===== config.mk =====
export PLATFORM = sky130hd
export DESIGN_NAME = ldpc_rx_frame_ctrl
export DESIGN_NICKNAME = d
export VERILOG_FILES = /design/src/rtl/ldpc_rx_frame_ctrl.sv
export SDC_FILE = /design/constraint.sdc
export NUM_CORES = 1
export LEC_CHECK = 0
export BUFFER_PORTS_ARGS = -buffer_cell sky130_fd_sc_hd__buf_2
export CORE_UTILIZATION = 57
export DETAILED_ROUTE_END_ITERATION = 7
export HOLD_SLACK_MARGIN = 0.1
export PLACE_DENSITY = 0.88
export SETUP_SLACK_MARGIN = 0.15
export SLEW_MARGIN = 5
export SYNTH_ARGS = -nofsm -noshare
export SYNTH_HDL_FRONTEND = slang
export SYNTH_SLANG_ARGS = --single-unit

===== constraint.sdc =====
create_clock -name clk -period 3.3 [get_ports clk]
set_input_delay 0.165 -clock clk [delete_from_list [all_inputs] [get_ports clk]]
set_output_delay 0.165 -clock clk [all_outputs]
set_load 0.01 [all_outputs]

===== src/rtl/ldpc_rx_frame_ctrl.sv =====
// ldpc_rx_frame_ctrl: frames 12-bit receiver words into the LDPC LLR buffer and launches the decoder
// Ports:
//   clk, rst                  clock, synchronous active-high reset
//   word_valid, word_data     receiver word strobe and 12-bit word
//   buf_wr_en/addr/data       LLR buffer write port (registered, one cycle after the word)
//   dec_start, dec_len        decoder launch pulse and launched payload length
//   dec_done                  decoder completion pulse
//   busy                      high whenever a frame is in progress or the decoder runs
//   err_valid, err_code       error strobe; code 0 length, 1 checksum, 2 timeout, 3 overrun
//   frame_cnt                 number of frames launched
module ldpc_rx_frame_ctrl #(
    parameter int          MAX_LEN     = 512,
    parameter int          ADDR_W      = 9,
    parameter logic [11:0] SYNC_WORD   = 12'hA5A,
    parameter int          TIMEOUT_CYC = 100000,
    parameter int          CLK_FREQ    = 100_000_000
) (
    input  logic              clk,
    input  logic              rst,
    input  logic              word_valid,
    input  logic [11:0]       word_data,
    output logic              buf_wr_en,
    output logic [ADDR_W-1:0] buf_wr_addr,
    output logic [11:0]       buf_wr_data,
    output logic              dec_start,
    output logic [ADDR_W:0]   dec_len,
    input  logic              dec_done,
    output logic              busy,
    output logic              err_valid,
    output logic [1:0]        err_code,
    output logic [15:0]       frame_cnt
);
    localparam int TW = $clog2(TIMEOUT_CYC);

    if ((1 << ADDR_W) < MAX_LEN || TIMEOUT_CYC < 2 || CLK_FREQ < 1) begin : g_bad_param
        $error("ldpc_rx_frame_ctrl: illegal parameter set");
    end

    typedef enum logic [2:0] {S_IDLE, S_LEN, S_DATA, S_CSUM, S_START, S_WAIT} state_t;

    state_t            state_q, state_d;
    logic [ADDR_W:0]   len_q, dec_len_q;
    logic [ADDR_W-1:0] idx_q, wr_addr_q;
    logic [11:0]       csum_q, wr_data_q;
    logic [TW-1:0]     tmo_q;
    logic              wr_en_q, err_valid_q, err_d;
    logic [1:0]        err_code_q, code_d;
    logic [15:0]       frame_cnt_q;
    logic              timed, tmo_hit, len_bad, last;

    assign timed   = state_q == S_LEN || state_q == S_DATA || state_q == S_CSUM;
    // a word sampled on the deciding edge suppresses the timeout
    assign tmo_hit = timed && !word_valid && tmo_q == TW'(TIMEOUT_CYC - 2);
    assign len_bad = word_data == 12'd0 || word_data > 12'(MAX_LEN);
    assign last    = {1'b0, idx_q} == len_q - 1'b1;

    always_ff @(posedge clk) begin
        if (rst) state_q <= S_IDLE;
        else     state_q <= state_d;
    end

    always_comb begin
        state_d = state_q;
        err_d   = 1'b0;
        code_d  = err_code_q;
        case (state_q)
            S_IDLE:  if (word_valid && word_data == SYNC_WORD) state_d = S_LEN;
            S_LEN:   if (word_valid) begin
                         state_d = len_bad ? S_IDLE : S_DATA;
                         err_d   = len_bad;
                         code_d  = len_bad ? 2'd0 : err_code_q;
                     end
            S_DATA:  if (word_valid && last) state_d = S_CSUM;
            S_CSUM:  if (word_valid) begin
                         state_d = (word_data == csum_q) ? S_START : S_IDLE;
                         err_d   = word_data != csum_q;
                         code_d  = (word_data != csum_q) ? 2'd1 : err_code_q;
                     end
            S_START: begin
                         state_d = S_WAIT;
                         err_d   = word_valid;
                         code_d  = word_valid ? 2'd3 : err_code_q;
                     end
            S_WAIT:  begin
                         state_d = dec_done ? S_IDLE : S_WAIT;
                         err_d   = word_valid;
                         code_d  = word_valid ? 2'd3 : err_code_q;
                     end
            default: state_d = S_IDLE;
        endcase
        if (tmo_hit) begin
            state_d = S_IDLE;
            err_d   = 1'b1;
            code_d  = 2'd2;
        end
    end

    always_ff @(posedge clk) begin
        if (rst) begin
            len_q       <= '0;
            idx_q       <= '0;
            csum_q      <= '0;
            tmo_q       <= '0;
            wr_en_q     <= 1'b0;
            wr_addr_q   <= '0;
            wr_data_q   <= '0;
            err_valid_q <= 1'b0;
            err_code_q  <= '0;
            dec_len_q   <= '0;
            frame_cnt_q <= '0;
        end else begin
            tmo_q       <= (!timed || word_valid || state_d != state_q) ? '0 : tmo_q + 1'b1;
            wr_en_q     <= 1'b0;
            err_valid_q <= err_d;
            err_code_q  <= code_d;
            if (state_q == S_LEN && word_valid) begin
                len_q  <= word_data[ADDR_W:0];
                idx_q  <= '0;
                csum_q <= '0;
            end
            if (state_q == S_DATA && word_valid) begin
                wr_en_q   <= 1'b1;
                wr_addr_q <= idx_q;
                wr_data_q <= word_data;
                csum_q    <= csum_q ^ word_data;
                idx_q     <= idx_q + 1'b1;
            end
            // update on entry so dec_len and frame_cnt are valid alongside dec_start
            if (state_q == S_CSUM && state_d == S_START) begin
                dec_len_q   <= len_q;
                frame_cnt_q <= frame_cnt_q + 1'b1;
            end
        end
    end

    always_comb begin
        busy      = state_q != S_IDLE;
        dec_start = state_q == S_START;
    end

    assign buf_wr_en   = wr_en_q;
    assign buf_wr_addr = wr_addr_q;
    assign buf_wr_data = wr_data_q;
    assign dec_len     = dec_len_q;
    assign err_valid   = err_valid_q;
    assign err_code    = err_code_q;
    assign frame_cnt   = frame_cnt_q;
endmodule


==> flow_summary_export.csv, run 1 <==
group,metric,value,unit
pwr,share_comb_of_total_power,0.034,
grt,grt_pass1_vias,3833,
timing,period_needed,2.38,ns
pwr,fin_total_pwr,2020,uW
floorplanning,core-area,8180,um2
clock_network,post_cts_buffers,0,
timing,hold_violations,0,
yosys,synth_cells,581,
critical_path,cpMaxStageDelayCell,"or4b_4",
grt,grt_max_degree,60,
timing,setup_violations,0,
yosys,syn_avg_cell_area,8.24,um2
pwr,swShare,0.240,
clock_network,clk_path_buf_depth,2,
yosys,synth_nets,602,
critical_path,worst_setup_path_start_kind,"flip-flop",
grt,overflow,0,
yosys,netlist_area,4790,um2
yosys,synth_seq_cells,102,
grt,grtUsageMet1,0.322,
timing,max_freq,0.420,GHz
critical_path,cp_data_arrival_time,2.69,ns
grt,busiest_layer,"met2",
yosys,synth_area_leaders,"dfxtp_1, nand2_1, nor2_1, a21oi_1, xnor2_1",
yosys,ys_warn_count,0,
finish,synthToLayoutAreaGrowth,12.6,%
clock_network,cts_tree,"done",
pwr,p_int,1530,uW
floorplanning,die_x,93.7,um
min_path,hold_depth,3,
floorplanning,start_util,0.586,
pwr,ir_worst_vdd,207,uV
critical_path,reg2reg_depth,8,
timing,worstMarginPinSlew,0.887,ns
clock_network,cts_buffers,9,
pwr,p_leak,0.00213,uW
yosys,synth_largest_area_cell,"dfxtp_1",
grt,antenna_found_initial,0,
yosys,synthArstFlopShare,0,
critical_path,critPathKind,"flip-flop to flip-flop",
run,drv_cap,0,
floorplanning,fp-row-count,33,
yosys,synth_top_cell_area_share,0.426,
timing,maxSlewViolCount,0,
clock_network,clockRootBuffer,"clkbuf_8",
finish,antennaDiodeCount,0,
finish,fin_nets,658,
floorplanning,ios,69,
placement,gp_congestion,0.827,
clock_network,clkTransAtPathRegs,0.10,ns
finish,fillCellCount,654,
clock_network,clk_latency,0.37,ns
critical_path,crit_path_end_kind,"flip-flop",
timing,skew,0.0186,ns
timing,rsz0062_at_grt,"no",
grt,grtUsageTotal,0.252,
clock_network,cts.sinks,102,
timing,fin_tns_setup,0,ns
drt,routed_wl,10.5,mm
yosys,synth_cell_type_count,57,
critical_path,crit_fanout,8,
finish,drive_gt1_frac,0.173,
pwr,switchingPower,484,uW
floorplanning,dieArea,8770,um2
yosys,yosysSeqAreaShare,0.426,
drt,avgRoutedWirePerCell,14.1,um
drt,drt-vias-per-instance,5.67,
outcome,violations,"design-rule violations",
clock_network,cts_resized,0,
placement,dp_hpwl,7.25,mm
drt,routed-via-count,4236,
timing,slew-limit-headroom,0.406,
grt,grt_pass1_wl,17.6,mm
pwr,p_per_area,374,nW/um2
drt,drc,2,
timing,timing.final.crit_share,0.721,
yosys,synth_edf_count,0,
critical_path,crit_chain,"inv_1 > ha_1 > or4b_4 > nor4b_2 > a31oi_1 > a31o_1 > a2111oi_2 > o211a_1",
critical_path,cp.required,3.62,ns
drt,first_pass_iters,6,
floorplanning,dieHeight,93.7,um
clock_network,cts-htree-levels,3,
drt,drt_iter0_drc,277,
pwr,seqPwrFrac,0.610,
min_path,hold_class,"input pin to flip-flop",
outcome,outcome,"complete, but fails checks",
critical_path,crit_path_max_incr_delay,0.54,ns
placement,port_buffers,68,
grt,use_met3,0.0356,
grt,use_met2,0.423,
drt,postRouteAntennaNets,0,
yosys,synthFlopType,"dfxtp_1",
pwr,p_clk_frac,0.357,
==> worst max-delay path, delay by kind of cell, from the launching register on <==
family,cells,cell delay [ns]
buffers and inverters,1,0.08
adder cells (fa/ha/maj),1,0.26
AND/OR/NAND/NOR,2,0.80
flip-flops,1,0.39
AO/OA/AOI/OAI,4,0.81
==> power by group through the flow <==
stage	registers, uW	clock network [uW]	logic [uW]
after CTS	1230	728	66.7
after global routing	1230	777	73.4
after detailed placement	1260	0	57.2
after global placement	1260	0	56.6
after floorplan	1260	0	32.8
final	1230	720	67.8
==> worst paths after layout <==
kind                                  endpoint            from  slack, ns
worst max-delay path                state_q[0]        len_q[0]       0.92
worst min-delay path                  len_q[2]    word_data[2]       0.12
worst max register to register      state_q[0]        len_q[0]       0.92
worst min register to register  buf_wr_addr[5]  buf_wr_addr[5]       0.46
==> cells in the final DEF (no fill, tap or decap), drive strengths merged, types with 5 or more instances in the layout <==
cell type	instances
dfxtp	102
nand2	82
nor2	80
buf	73
a21oi	54
xnor2	29
xor2	24
nand3	20
o21ai	19
nand4	16
and3	13
or2	13
mux2i	12
dlygate4sd3	10
clkbuf	10
nor3	9
or3	8
inv	6
nor4	6
and4	5
ha	5
==> Yosys cell counts, types with 3 or more instances <==
| cell | n |
|---|---|
| a21oi_1 | 54 |
| and2_1 | 4 |
| and3_1 | 13 |
| and4_1 | 5 |
| buf_2 | 5 |
| buf_6 | 4 |
| clkbuf_1 | 26 |
| dfxtp_1 | 102 |
| ha_1 | 5 |
| inv_1 | 5 |
| mux2i_1 | 12 |
| nand2_1 | 81 |
| nand2b_1 | 3 |
| nand3_1 | 20 |
| nand4_1 | 16 |
| nor2_1 | 79 |
| nor3_1 | 8 |
| nor4_1 | 5 |
| o211ai_1 | 3 |
| o21ai_0 | 17 |
| or2_2 | 13 |
| or3_1 | 8 |
| or4_1 | 3 |
| xnor2_1 | 29 |
| xor2_1 | 24 |
==> routing by layer <==
| layer | share of wire | wire (um) | vias up |
|---|---|---|---|
| met5 | 0 | 0 | - |
| met4 | 0.020 | 214 | 0 |
| met3 | 0.045 | 478 | 21 |
| met2 | 0.48 | 5080 | 114 |
| met1 | 0.45 | 4740 | 2001 |
| li1 | - | - | 2100 |
==> final cells by class <==
cell class                      count  area [um2]  share of cell area
Sequential cell                   102        2040               0.379
Timing Repair Buffer               83         478              0.0887
Clock buffer                       10         128              0.0237
Clock inverter                      6        47.5             0.00882
Tap cell                          105         131              0.0244
Inverter                            5        18.8             0.00348
Multi-Input combinational cell    436        2540               0.472
==> stage by stage <==
stage,std cells,utilization,hold WS (ns),worst slack [ns],area (um2)
6_report,747,0.659,0.115,0.921,5390
5_1_grt,747,0.659,0.118,0.704,5390
4_1_cts,747,0.659,0.100,0.893,5390
3_5_place_dp,721,0.626,0.445,0.914,5110
3_3_place_gp,721,0.626,0.441,0.976,5110
2_1_floorplan,581,-,0.301,1.03,4790
==> cell families (layout without fill, tap and decap cells) <==
| family | after synthesis | count (layout) | share of synthesized area |
|---|---|---|---|
| mux | 13 | 13 | 0.0274 |
| buf+inv | 43 | 104 | 0.0421 |
| compound gates | 92 | 92 | 0.111 |
| flops | 102 | 102 | 0.426 |
| fa+ha+maj | 5 | 5 | 0.0131 |
| simple gates | 273 | 273 | 0.283 |
| xor+xnor | 53 | 53 | 0.0969 |
==> repair_timing <==
item / in CTS / in global routing
hold endpoints to repair: 10 / 0
setup endpoints to repair: 0 / 0
hold buffers: 10 / 0
==> registers in the layout (all words and copies together) (netlist names) <==
signal	count
buf_wr_addr	9
buf_wr_data	12
buf_wr_en	1
csum_q	12
dec_len	10
err_code	2
err_valid	1
frame_cnt	16
idx_q	9
len_q	10
state_q	3
tmo_q	17
Note: power is estimated with default switching activity, not from simulation.
==> run 2: changes to the inputs <==
Settings changed: CORE_UTILIZATION 57 to 52, PLACE_DENSITY 0.88 to 0.84.
Clock period 3.3 ns to 2 ns, I/O delays scaled along.
==> flow_summary_export.csv, run 2 (same netlist as run 1, synthesis figures left out) <==
group,metric,value,unit
clock_network,clk_latency,0.38,ns
critical_path,cp.required,2.33,ns
grt,grt_pass1_wl,19.9,mm
placement,dp_slack,-0.206,ns
pwr,p_int,2550,uW
clock_network,cts_tree,"done",
floorplanning,dieArea,9600,um2
pwr,ir_worst_vdd,373,uV
floorplanning,core-area,8810,um2
placement,port_buffers,68,
pwr,switchingPower,858,uW
timing,postLayoutSetupSlackWorst,-0.166,ns
finish,fin_util,0.694,
min_path,hold_class,"input pin to flip-flop",
finish,fin_nets,702,
clock_network,clk_path_buf_depth,2,
placement,gp_congestion,0.872,
pwr,p_clk_frac,0.361,
finish,drive_gt1_frac,0.287,
timing,period_needed,2.17,ns
finish,final_common_cell,"dfxtp_1",
drt,routed-via-count,4699,
critical_path,critPathKind,"flip-flop to flip-flop",
timing,max_freq,0.462,GHz
pwr,swShare,0.252,
min_path,worst_hold_path.endpoint,"err_valid",
clock_network,cts-htree-levels,3,
timing,setup_violations,1,
clock_network,cts_buffers,9,
grt,grt_max_degree,56,
floorplanning,start_util,0.544,
outcome,outcome,"complete, but fails checks",
critical_path,rr_endpoint,"state_q[0]",
clock_network,clockRootBuffer,"clkbuf_8",
critical_path,reg2reg_depth,9,
floorplanning,die_x,98.0,um
grt,grtUsageTotal,0.255,
timing,worstMarginPinSlew,0.964,ns
finish,final_cell_mix,"dfxtp_1, nand2_1, buf_2, nor2_1, a21oi_1",
run,drv_cap,0,
floorplanning,fp-row-count,34,
finish,antennaDiodeCount,0,
outcome,violations,"design-rule violations, negative setup slack",
critical_path,crit_path_end_kind,"flip-flop",
grt,grt_pass1_vias,4313,
finish,synthToLayoutAreaGrowth,27.6,%
finish,top_register,"tmo_q",
pwr,share_comb_of_total_power,0.043,
drt,drt_iter0_drc,375,
critical_path,ff2ff_setup_slack,-0.17,ns
floorplanning,dieHeight,98.0,um
timing,skew,0.00976,ns
critical_path,worst_setup_path_start_kind,"flip-flop",
timing,rsz0062_at_grt,"yes",
min_path,min-delay-start,"word_valid",
min_path,hold_depth,3,
pwr,p_leak,0.00247,uW
timing,timing.final.crit_share,1.08,
critical_path,cp_data_arrival_time,2.50,ns
pwr,seqPwrFrac,0.595,
floorplanning,ios,69,
drt,first_pass_iters,7,
drt,drt-vias-per-instance,5.92,
grt,antenna_found_initial,0,
drt,postRouteAntennaNets,0,
drt,routed_wl,13.5,mm
timing,maxSlewViolCount,0,
timing,hold_violations,0,
placement,dp_hpwl,8.26,mm
pwr,p_per_area,558,nW/um2
clock_network,cts.sinks,102,
drt,avgRoutedWirePerCell,17.0,um
timing,slew-limit-headroom,0.352,
critical_path,crit_fanout,4,
clock_network,clkTransAtPathRegs,0.10,ns
critical_path,r2r-start,"len_q[1]",
drt,drc,4,
finish,fillCellCount,628,
grt,overflow,0,
finish,largest_register_ffs,17,
## run 2: cell type report
cell class                      instances  area (um2)  share of cell area
Multi-Input combinational cell        439        2800               0.458
Timing Repair Buffer                  124         928               0.152
Tap cell                              108         135              0.0221
Clock buffer                            9         124              0.0203
Inverter                                5        18.8             0.00307
Sequential cell                       102        2050               0.335
Clock inverter                          7        55.1             0.00901
## run 2: timing repair
action	in CTS	in global routing
hold endpoints to repair	15	0
pin swaps	20	28
endpoints found under the setup margin	44	50
setup buffers	3	9
gates cloned	3	3
gates resized for setup	21	47
hold buffers	8	0
## run 2: worst max-delay path by stage
stage                        start  slack (ns)    endpoint  cells past startpoint
after detailed placement  len_q[1]       -0.21  state_q[0]                      8
after CTS                 len_q[1]       -0.18  state_q[0]                      8
after floorplan           len_q[0]       -0.14  state_q[0]                      9
final                     len_q[1]       -0.17  state_q[0]                      9
after global routing      len_q[1]       -0.24  state_q[0]                      8
after global placement    len_q[1]       -0.08  state_q[0]                      8
## run 2: critical path: stages (launching register included)
cell       delay [ns]
dfxtp_2          0.34
inv_2            0.06
ha_4             0.13
or4b_4           0.50
buf_4            0.16
xnor2_1          0.12
nor2_1           0.12
nand3_1          0.13
a2111oi_4        0.39
o211a_1          0.18
## run 2: per-layer routing
layer,part of all wire,global-route usage
met1,0.40,0.319
met3,0.062,0.0301
met4,0.042,0.129
met5,0,0
met2,0.50,0.434
## run 2: metrics by stage
step                cell area [um2]  power, uW  cells  hold slack, ns  setup TNS (ns)
floorplan                      4820       2130    581           0.236          -0.139
global route                   6110       3500    794           0.117          -0.268
global placement               5360       2180    752           0.408         -0.0799
detailed placement             5360       2190    752           0.419          -0.206
finish                         6110       3410    794           0.117          -0.166
CTS                            5780       3390    782           0.114          -0.178
## run 2: power groups by stage
stage               Sequential (uW)  Combinational (uW)  Clock (uW)
finish                         2030                 147        1230
detailed placement             2080                 109           0
global route                   2030                 154        1310
global placement               2080                 107           0
CTS                            2030                 130        1230
floorplan                      2080                54.6           0
==> run 3: changes to the inputs <==
Settings changed: CORE_UTILIZATION 52 to 61, PLACE_DENSITY 0.84 to 0.92.
Clock period 2 ns to 2.6 ns, I/O delays scaled along.
==> flow_summary_export.csv, run 3 (same netlist as run 1, synthesis figures left out) <==
group,metric,value,unit
floorplanning,dieArea,8210,um2
placement,dp.cells,717,
drt,avgRoutedWirePerCell,14.8,um
placement,gp_congestion,0.868,
critical_path,crit_chain,"inv_1 > ha_4 > or4b_4 > nor4b_2 > a31oi_1 > a31o_1 > a2111oi_4 > o211a_1",
clock_network,clk_path_buf_depth,2,
outcome,outcome,"complete, no violations",
timing,slew-limit-headroom,0.398,
critical_path,cp_data_arrival_time,2.65,ns
placement,post_dp_cell_area,5130,um2
timing,worstMarginPinSlew,0.899,ns
timing,fin_tns_setup,0,ns
clock_network,cts.sinks,102,
finish,fillCellCount,522,
pwr,ir_worst_vdd,333,uV
drt,wl_met3,620,um
drt,met2_length,5.48,mm
timing,max_freq,0.428,GHz
timing,rsz0062_at_grt,"no",
timing,setup_violations,0,
timing,timing.final.crit_share,0.898,
clock_network,clkTransAtPathRegs,0.09,ns
finish,top_register,"tmo_q",
pwr,p_per_area,500,nW/um2
finish,drive_gt1_frac,0.178,
timing,period_needed,2.33,ns
floorplanning,start_util,0.646,
floorplanning,die_x,90.6,um
critical_path,crit_path_max_incr_delay,0.51,ns
pwr,p_leak,0.00219,uW
floorplanning,fp-row-count,31,
drt,drt-vias-per-instance,5.80,
floorplanning,ios,69,
clock_network,clockRootBuffer,"clkbuf_8",
placement,port_buffers,68,
drt,postRouteAntennaNets,0,
grt,grtUsageTotal,0.284,
grt,overflow,0,
clock_network,clk_latency,0.37,ns
drt,drc,0,
finish,antennaDiodeCount,0,
critical_path,crit_path_end_kind,"flip-flop",
finish,largest_register_ffs,17,
drt,routed_wl,11.1,mm
drt,highest_layer,"met4",
timing,hold_violations,0,
critical_path,critPathKind,"flip-flop to flip-flop",
finish,fin_cells,746,
grt,grt_max_degree,59,
critical_path,cp.required,2.92,ns
floorplanning,dieHeight,90.6,um
drt,drt_iter0_drc,289,
drt,wl_met1,4.73,mm
finish,fin_area,5520,um2
grt,antenna_found_initial,0,
critical_path,cpMaxStageDelayCell,"or4b_4",
timing,skew,0.00819,ns
finish,final_common_cell,"dfxtp_1",
finish,fin_nets,663,
placement,dp_hpwl,7.38,mm
run,drv_cap,0,
grt,grt_pass1_vias,4099,
clock_network,cts_tree,"done",
clock_network,cts_buffers,9,
drt,first_pass_iters,5,
drt,routed-via-count,4329,
finish,synthToLayoutAreaGrowth,15.3,%
critical_path,crit_fanout,8,
min_path,hold_class,"input pin to flip-flop",
floorplanning,core-area,7410,um2
timing,maxSlewViolCount,0,
clock_network,cts-htree-levels,3,
finish,fin_util,0.745,
finish,final_cell_mix,"dfxtp_1, nand2_1, nor2_1, buf_2, a21oi_1",
grt,grt_pass1_wl,19.0,mm
critical_path,worst_setup_path_start_kind,"flip-flop",
==> run 3: changes by cell type in the layout (fill, tap and decap cells not counted), sizes merged <==
| cell | before | now |
|---|---|---|
| buf | 113 | 75 |
| bufbuf | 1 | 0 |
| bufinv | 0 | 2 |
| clkinv | 2 | 3 |
| clkinvlp | 2 | 0 |
| dlygate4sd3 | 7 | 13 |
| dlymetal6s4s | 1 | 0 |
| inv | 8 | 5 |
| nand2 | 85 | 82 |
==> run 3: layout make-up <==
class,count,area (um2),area share
well taps,99,124,0.0224
clock inverters,5,82.6,0.0150
repair buffers,88,536,0.0970
multi-input cells,436,2580,0.467
clock buffers,11,141,0.0256
inverters,5,18.8,0.00340
flip-flops and latches,102,2040,0.370
==> run 3: stage by stage <==
stage,power (uW),hold slack [ns],setup WS (ns)
finish,2760,0.238,0.265
global route,2850,0.237,0.164
global placement,1670,0.426,0.283
floorplan,1640,0.266,0.328
detailed placement,1670,0.429,0.153
CTS,2770,0.217,0.185
==> run 3: final timing paths <==
| kind | end | depth (start not counted) | slack [ns] | startpoint |
|---|---|---|---|---|
| setup reg to reg | state_q[0] | 8 | 0.27 | len_q[0] |
| hold / removal | frame_cnt[13] | 2 | 0.24 | rst |
| setup / recovery | state_q[0] | 8 | 0.27 | len_q[0] |
| hold reg to reg | buf_wr_addr[3] | 2 | 0.46 | buf_wr_addr[3] |
==> run 3: what timing repair did <==
action | 4_1_cts | 5_1_grt
setup endpoints to repair | 1 | 1
cloned | 0 | 0
hold buffers | 13 | 0
hold endpoints to repair | 19 | 0
setup buffers | 0 | 0
resized for setup | 2 | 2
==> run 3: critical path: cells and delay by family (launching register included) <==
kind	cells	cell delay [ns]
buffers and inverters	1	0.12
DFF	1	0.39
AOI/OAI and AO/OA	4	0.83
adders and majority gates	1	0.18
and+or+nand+nor	2	0.77
==> run 3: where the power goes <==
group	internal, uW	switching, uW
logic	35.1	57.0
clock network	571	535
registers	1560	0.0228
==> run 3: metal layers <==
metal	track usage	up-vias
met1	0.351	2018
met5	0	-
met2	0.480	173
met3	0.0623	31
met4	0.110	0
li1	-	2107
